## src/rtl/arb_req_pkg.sv

```systemverilog
// arb_req_pkg: state encoding and default sizing shared by the arbiter request stage
package arb_req_pkg;
  localparam int NUM_PORTS_DEF = 4;
  localparam int DATA_W_DEF = 8;
  typedef enum logic {IDLE, SEND} state_t;
endpackage

```

## src/rtl/arb_req_slot.sv

```systemverilog
// arb_req_slot: one-entry pending payload holder (in_valid/in_data capture, clr frees, pending/data out)
module arb_req_slot #(
  parameter int DATA_W = 8
) (
  input  logic              clk,
  input  logic              reset,
  input  logic              in_valid,
  input  logic [DATA_W-1:0] in_data,
  input  logic              clr,
  output logic              pending,
  output logic [DATA_W-1:0] data
);
  always_ff @(posedge clk)
    if (reset) begin
      pending <= 1'b0;
      data <= '0;
    end else if (in_valid && !pending) begin
      pending <= 1'b1;
      data <= in_data;
    end else if (clr) begin
      pending <= 1'b0;
    end
endmodule

```

## src/rtl/arb_req_stage.sv

```systemverilog
// arb_req_stage: per-port slots feeding an external arbiter via req_o/gnt_i, granted payload out via out_valid/out_ready, sticky err_o, saturating xfer_cnt_o
module arb_req_stage import arb_req_pkg::*; #(
  parameter int NUM_PORTS = NUM_PORTS_DEF,
  parameter int DATA_W = DATA_W_DEF,
  localparam int PW = $clog2(NUM_PORTS)
) (
  input  logic                             clk,
  input  logic                             reset,
  input  logic [NUM_PORTS-1:0]             in_valid_i,
  input  logic [NUM_PORTS-1:0][DATA_W-1:0] in_data_i,
  output logic [NUM_PORTS-1:0]             in_ready_o,
  output logic [NUM_PORTS-1:0]             req_o,
  input  logic [NUM_PORTS-1:0]             gnt_i,
  output logic                             out_valid_o,
  output logic [DATA_W-1:0]                out_data_o,
  output logic [PW-1:0]                    out_port_o,
  input  logic                             out_ready_i,
  output logic                             err_o,
  output logic [15:0]                      xfer_cnt_o
);
  state_t state, state_nx;
  logic [NUM_PORTS-1:0] pending, clr;
  logic [DATA_W-1:0] slot_data [NUM_PORTS];
  logic [PW-1:0] idx;
  logic one_hot, gnt_ok, gnt_bad;
  for (genvar g = 0; g < NUM_PORTS; g++) begin : g_slot
    arb_req_slot #(.DATA_W(DATA_W)) u_slot (
      .clk(clk),
      .reset(reset),
      .in_valid(in_valid_i[g]),
      .in_data(in_data_i[g]),
      .clr(clr[g]),
      .pending(pending[g]),
      .data(slot_data[g])
    );
  end
  assign one_hot = (gnt_i != '0) && ((gnt_i & (gnt_i - NUM_PORTS'(1))) == '0);
  assign gnt_ok = (state == IDLE) && one_hot && ((gnt_i & ~pending) == '0);
  assign gnt_bad = (state == IDLE) && (gnt_i != '0) && !gnt_ok;
  assign clr = gnt_ok ? gnt_i : '0;
  assign in_ready_o = ~pending;
  always_comb begin
    idx = '0;
    for (int i = 0; i < NUM_PORTS; i++)
      if (gnt_i[i]) idx = PW'(i);
  end
  always_ff @(posedge clk)
    state <= reset ? IDLE : state_nx;
  always_comb
    state_nx = (state == IDLE) ? (gnt_ok ? SEND : IDLE) : (out_ready_i ? IDLE : SEND);
  always_comb begin
    req_o = (state == IDLE) ? pending : '0;
    out_valid_o = (state == SEND);
  end
  always_ff @(posedge clk)
    if (reset) begin
      out_data_o <= '0;
      out_port_o <= '0;
      err_o <= 1'b0;
      xfer_cnt_o <= '0;
    end else begin
      if (gnt_ok) begin
        out_data_o <= slot_data[idx];
        out_port_o <= idx;
      end
      if (gnt_bad) err_o <= 1'b1;
      if (state == SEND && out_ready_i && xfer_cnt_o != 16'hFFFF) xfer_cnt_o <= xfer_cnt_o + 16'd1;
    end
endmodule

```

## config.mk

```make
export PLATFORM = sky130hd
export DESIGN_NAME = arb_req_stage
export DESIGN_NICKNAME = d
export VERILOG_FILES = /design/src/rtl/arb_req_pkg.sv /design/src/rtl/arb_req_slot.sv /design/src/rtl/arb_req_stage.sv
export SDC_FILE = /design/constraint.sdc
export NUM_CORES = 1
export LEC_CHECK = 0
export BUFFER_PORTS_ARGS = -buffer_cell sky130_fd_sc_hd__buf_2
export CAP_MARGIN = 40
export CORE_UTILIZATION = 33
export DETAILED_ROUTE_END_ITERATION = 16
export GPL_ROUTABILITY_DRIVEN = 0
export HOLD_SLACK_MARGIN = 0.02
export PLACE_DENSITY = 0.55
export REMOVE_ABC_BUFFERS = 1
export SYNTH_ARGS = -nofsm -noshare
export SYNTH_HDL_FRONTEND = slang
export SYNTH_SLANG_ARGS = --single-unit
```

## constraint.sdc

```tcl
create_clock -name clk -period 2.4 [get_ports clk]
set_input_delay 0.72 -clock clk [delete_from_list [all_inputs] [get_ports clk]]
set_output_delay 0.72 -clock clk [all_outputs]
set_load 0.05 [all_outputs]
```

# Yosys cells after proc, flatten, opt, wreduce, memory -nomap -nowiden

Index checks and enable logic that the tools add are counted.

Add/subtract/negate cells: 2
Magnitude comparators: 1
Eq/ne operators: 1
Muxes and demuxes: 19
Bitwise logic cells: 5
Reduce and logical (&&, ||, !) cells: 23

Operator list:

| cell                  | count |
|---|---|
| $add 16x1->16 const B | 1 |
| $bmux 8 s2            | 1 |
| $mux 8                | 2 |
| $ne 16x16->1 const B  | 1 |
| $mux 1                | 12 |
| $logic_and 1x1->1     | 11 |
| $and 4x4->4           | 2 |
| $logic_not 4->1       | 2 |
| $mux 4                | 2 |
| $reduce_bool 2->1     | 4 |
| $logic_not 1->1       | 5 |
| $mux 2                | 2 |
| $not 4->4             | 1 |
| $reduce_bool 4->1     | 1 |
| $sub 4x1->4 const B   | 1 |
| $ge 3x3->1 const B    | 1 |
| $not 2->3             | 1 |
| $not 1->1             | 1 |

Register bits: 64
Bits of input ports: 43
Output and inout port bits: 36
Word-level logic and storage cells: 64

# Depth between registers and ports, before layout

Depth in word-level cells: 9
Depth in mapped cells: 7
Mapped depth without buffers: 5

# By module

From an unflattened synthesis, not the netlist that was laid out.

Cells, all modules: 355
Area total of the unflattened synthesis: 3429.5 µm²

By module, submodules not included:

| module        | times used | cells each | area each (µm²) | seq. area each (µm²) |
|---|---|---|---|---|
| arb_req_stage | 1          | 203        | 1737.9          | 560.5 |
| arb_req_slot  | 4          | 38         | 422.9           | 180.2 |

# Worst setup path before layout

Ideal clock, no wire load.

Kind: register to register
From: register xfer_cnt_o[0]
To: register xfer_cnt_o[12]
Setup time: 0.123 ns
Arrival: 2.007 ns
Data required time: 2.277 ns
Path slack: 0.269 ns
Stages on the path, launching flop included: 6
Path buffers: 0
Clock period less this slack: 2.131 ns
Cell sequence: dfxtp_1 -> ha_1 -> nand3_2 -> or2_1 -> nor4_1 -> mux2_1

Word-level cells in the longest chain between the ends: 2
Elaborated cells on any way between the ends: 3
Classes of those cells: add/sub: 1; eq/ne: 1; reduce/logical: 1

Ends and longest elaborated chain:

| what                                                                  | RTL line            | RTL |
|---|---|---|
| start, declared                                                       | arb_req_stage.sv:19 | `output logic [15:0] xfer_cnt_o` |
| start signal, assigned                                                | arb_req_stage.sv:67 | `if (state == SEND && out_ready_i && xfer_cnt_o != 16'hFFFF) xfer_cnt_o <= xfer_cnt_o + 16'd1;` |
| parallel branches: the longest is 2 deep, another holds $add 16x1->16 | n/a                 |  |

Parallel ways; which one is timed is not known.
A chain may end at the register's enable or synchronous reset.

# Worst setup path in the final report

From: register state (netlist: out_valid_o)
To: output port req_o[3]

Word-level cells in the longest chain between the ends: 1

Ends and longest elaborated chain:

| what                   | RTL line            | RTL |
|---|---|---|
| start, declared        | arb_req_stage.sv:21 | `state_t state, state_nx;` |
| start signal, assigned | arb_req_stage.sv:48 | `state <= reset ? IDLE : state_nx;` |
| $mux 4                 | arb_req_stage.sv:52 | `req_o = (state == IDLE) ? pending : '0;` |
| end, declared          | arb_req_stage.sv:12 | `output logic [NUM_PORTS-1:0] req_o,` |

Every way passes these cells.

==> impl_results.md <==
* Yosys cell types at a little under 50
* Max-slew violation count at 0
* Number of remaining DRC errors at 0
* DP HPWL at approximately 5500 um
* ANT cells at 0
* Postcts setup bufs at 0
* Hold_buf cts at 0
* Starting DRC count in detailed routing at approximately 130
* Max-cap violation count at 0
* Die area at between 0.009 and 0.01 mm^2
* Largest net degree at the start of global routing at 29
* WHS at 0.470 ns
* CTS Buf Count at 9
* Setup TNS at 0 ns
* HP Class: reg -> reg
* CP Data Required Time at roughly 1.7 ns
* RSZ-0062 raised after global routing: no
* Max VDD drop at approximately 0.3 mV
* Post-Syn Area per Cell at 9.56 um^2
* Placed cell areas at around 0.0035 mm^2
* Post_cts resized at 0
* Shortest period the worst path allows at 1.93 ns
* Layout net count at 440
* Synth Instances at around 310
* Max Freq at 518 MHz
* Clk Latency, worst-skew pair at around 0.33 ns
* Post-synth ARST share at 0
* Outcome: finished, final reports clean
* Die H at 97.1 um
* Final period utilization at 0.805
* Setup Skew at ~0.010 ns
* Crit path DAT at 1.21 ns
* Hold Vio Cnt, Final at 0
* CTS Root Cell: clkbuf_8
* Syn-to-layout area delta at 24.8%
* Vias at between 2,000 and 3,000
* Initial antenna violation count at 0
* H-tree depth at 3
* FF+latch count, synth at 64
* Routed WL per cell at approximately 15 um
* Mapped Area at 0.00298 mm^2
* Routed wire length at 7460 um
* Total gr overflow at 0
* Worst-path clk slew at ~0.070 ns
* Power Density at 655 mW/mm^2
* Die X at 97.1 um
* DR vias/cell at ~5.0
* # rows at 34
* Core footprint at just under 0.009 mm^2
* Vias in the first global route at ~2,500
* Crit path capture type: output pin
* Leak at ~1.6 nW
* Clock Path Buffers at 2
* Nature of the critical path startpoint: flop
* Port-buffer cells at 78
* Final setup fails at 0
* Initial Util at 0.342
* CTS tree: built
* Post-route cell area at 0.00372 mm^2
* Rel. slew slack at 0.659
* Post-synth EDFFs at 0
* Yosys warning count at 0
* I/O pin total at a little under 80
* Layout cells sized above 1 at 0.334
* Sink Count at 64
* Crit Path Class: reg -> out
* First-pass iteration count of the detailed router at 4
* Overall routing resource usage at 0.164
* Post-synth top flop: dfxtp_1
* Worst-margin pin slew at between 0.5 and 0.6 ns
* CP max FO at 6
* First-pass GRT wire length at 12,400 um
* Antenna Violating Nets Remaining at 0
* Register area share after synthesis at 0.429
-- final timing paths --
check,start,end,slack [ns],depth (start not counted)
max,out_valid_o$_SDFF_PP0_,req_o[3],0.47,3
min,err_o$_SDFFE_PP0P_,err_o$_SDFFE_PP0P_,0.47,1
max reg2reg,xfer_cnt_o[0]$_SDFFE_PP0P_,xfer_cnt_o[12]$_SDFFE_PP0P_,0.48,5
min reg2reg,err_o$_SDFFE_PP0P_,err_o$_SDFFE_PP0P_,0.47,1
-- power by group --
| part | internal [mW] | switching, mW |
|---|---|---|
| clock | 0.511 | 0.421 |
| combinational | 0.137 | 0.227 |
| sequential | 1.11 | 0.0297 |
-- worst max-delay path, stage by stage, from the launching register on --
cell and delay, ns:
dfxtp_1 0.36, buf_4 0.19, nor2_1 0.08, buf_2 0.26
-- cell usage in the layout (no fill, tap or decap), drive strengths merged, types with 8 or more instances in the layout --
| cell type | count |
|---|---|
| dfxtp | 64 |
| a21oi | 10 |
| clkbuf | 12 |
| mux2 | 14 |
| nor3b | 8 |
| buf | 92 |
| a2111oi | 8 |
| nor2b | 18 |
| mux2i | 40 |
| nor2 | 61 |
-- per-stage QoR --
stage	setup WS (ns)	utilization	total power [mW]	cells
after CTS	0.451	0.427	2.47	509
after detailed placement	0.159	0.404	1.53	493
after floorplan	0.244	-	1.39	293
after global routing	0.309	0.427	2.56	509
final	0.468	0.427	2.44	509
after global placement	0.273	0.404	1.53	493
-- layout make-up --
cell class / count / area [um^2]
Clock inverter: 4 / 53.8
Clock buffer: 12 / 145
Timing Repair Buffer: 92 / 495
Fill cell: 875 / 5000
Tap cell: 108 / 135
Sequential cell: 64 / 1280
Inverter: 7 / 26.3
Multi-Input combinational cell: 222 / 1590
-- layer usage --
layer  track usage  up-vias  wire (um)
li1              -     1285          -
met4        0.0586        0         76
met5             0        -          0
met1         0.228     1207       3700
met3        0.0295        8        312
met2         0.254       52       3370
-- cell families (layout without fill, tap and decap cells) --
family / Yosys count / in the layout / share of synthesized area
fa+ha+maj: 1 / 1 / 0.00419
compound gates: 44 / 44 / 0.111
buf+inv: 26 / 115 / 0.0390
simple gates: 123 / 123 / 0.230
flops: 64 / 64 / 0.429
mux: 54 / 54 / 0.187
-- synth_stat cells (all sizes together) (2+ instances only) --
| library cell | instances | area share |
|---|---|---|
| a211oi | 6 | 0.015 |
| nand2 | 6 | 0.0075 |
| nor3b | 8 | 0.020 |
| nor2 | 61 | 0.078 |
| a21oi | 10 | 0.021 |
| o21ai | 6 | 0.010 |
| nor3 | 2 | 0.0050 |
| a31oi | 4 | 0.0084 |
| mux2 | 14 | 0.053 |
| nand3 | 5 | 0.013 |
| nor2b | 18 | 0.038 |
| dfxtp | 64 | 0.43 |
| nand4 | 4 | 0.018 |
| mux2i | 40 | 0.13 |
| a2111oi | 8 | 0.023 |
| buf | 9 | 0.018 |
| nand2b | 2 | 0.0042 |
| inv | 7 | 0.0088 |
| clkbuf | 10 | 0.013 |
| nor4b | 2 | 0.0059 |
| a311oi | 2 | 0.010 |
| nor4 | 6 | 0.018 |
| or3 | 4 | 0.0096 |
-- state kept, by name, summed over array words and instances, names as in the netlist --
name	flops
out_valid_o	1
g_slot.u_slot.data	32
xfer_cnt_o	16
g_slot.u_slot.pending	4
out_port_o	2
out_data_o	8
err_o	1
Note: power is estimated with default switching activity, not from simulation.
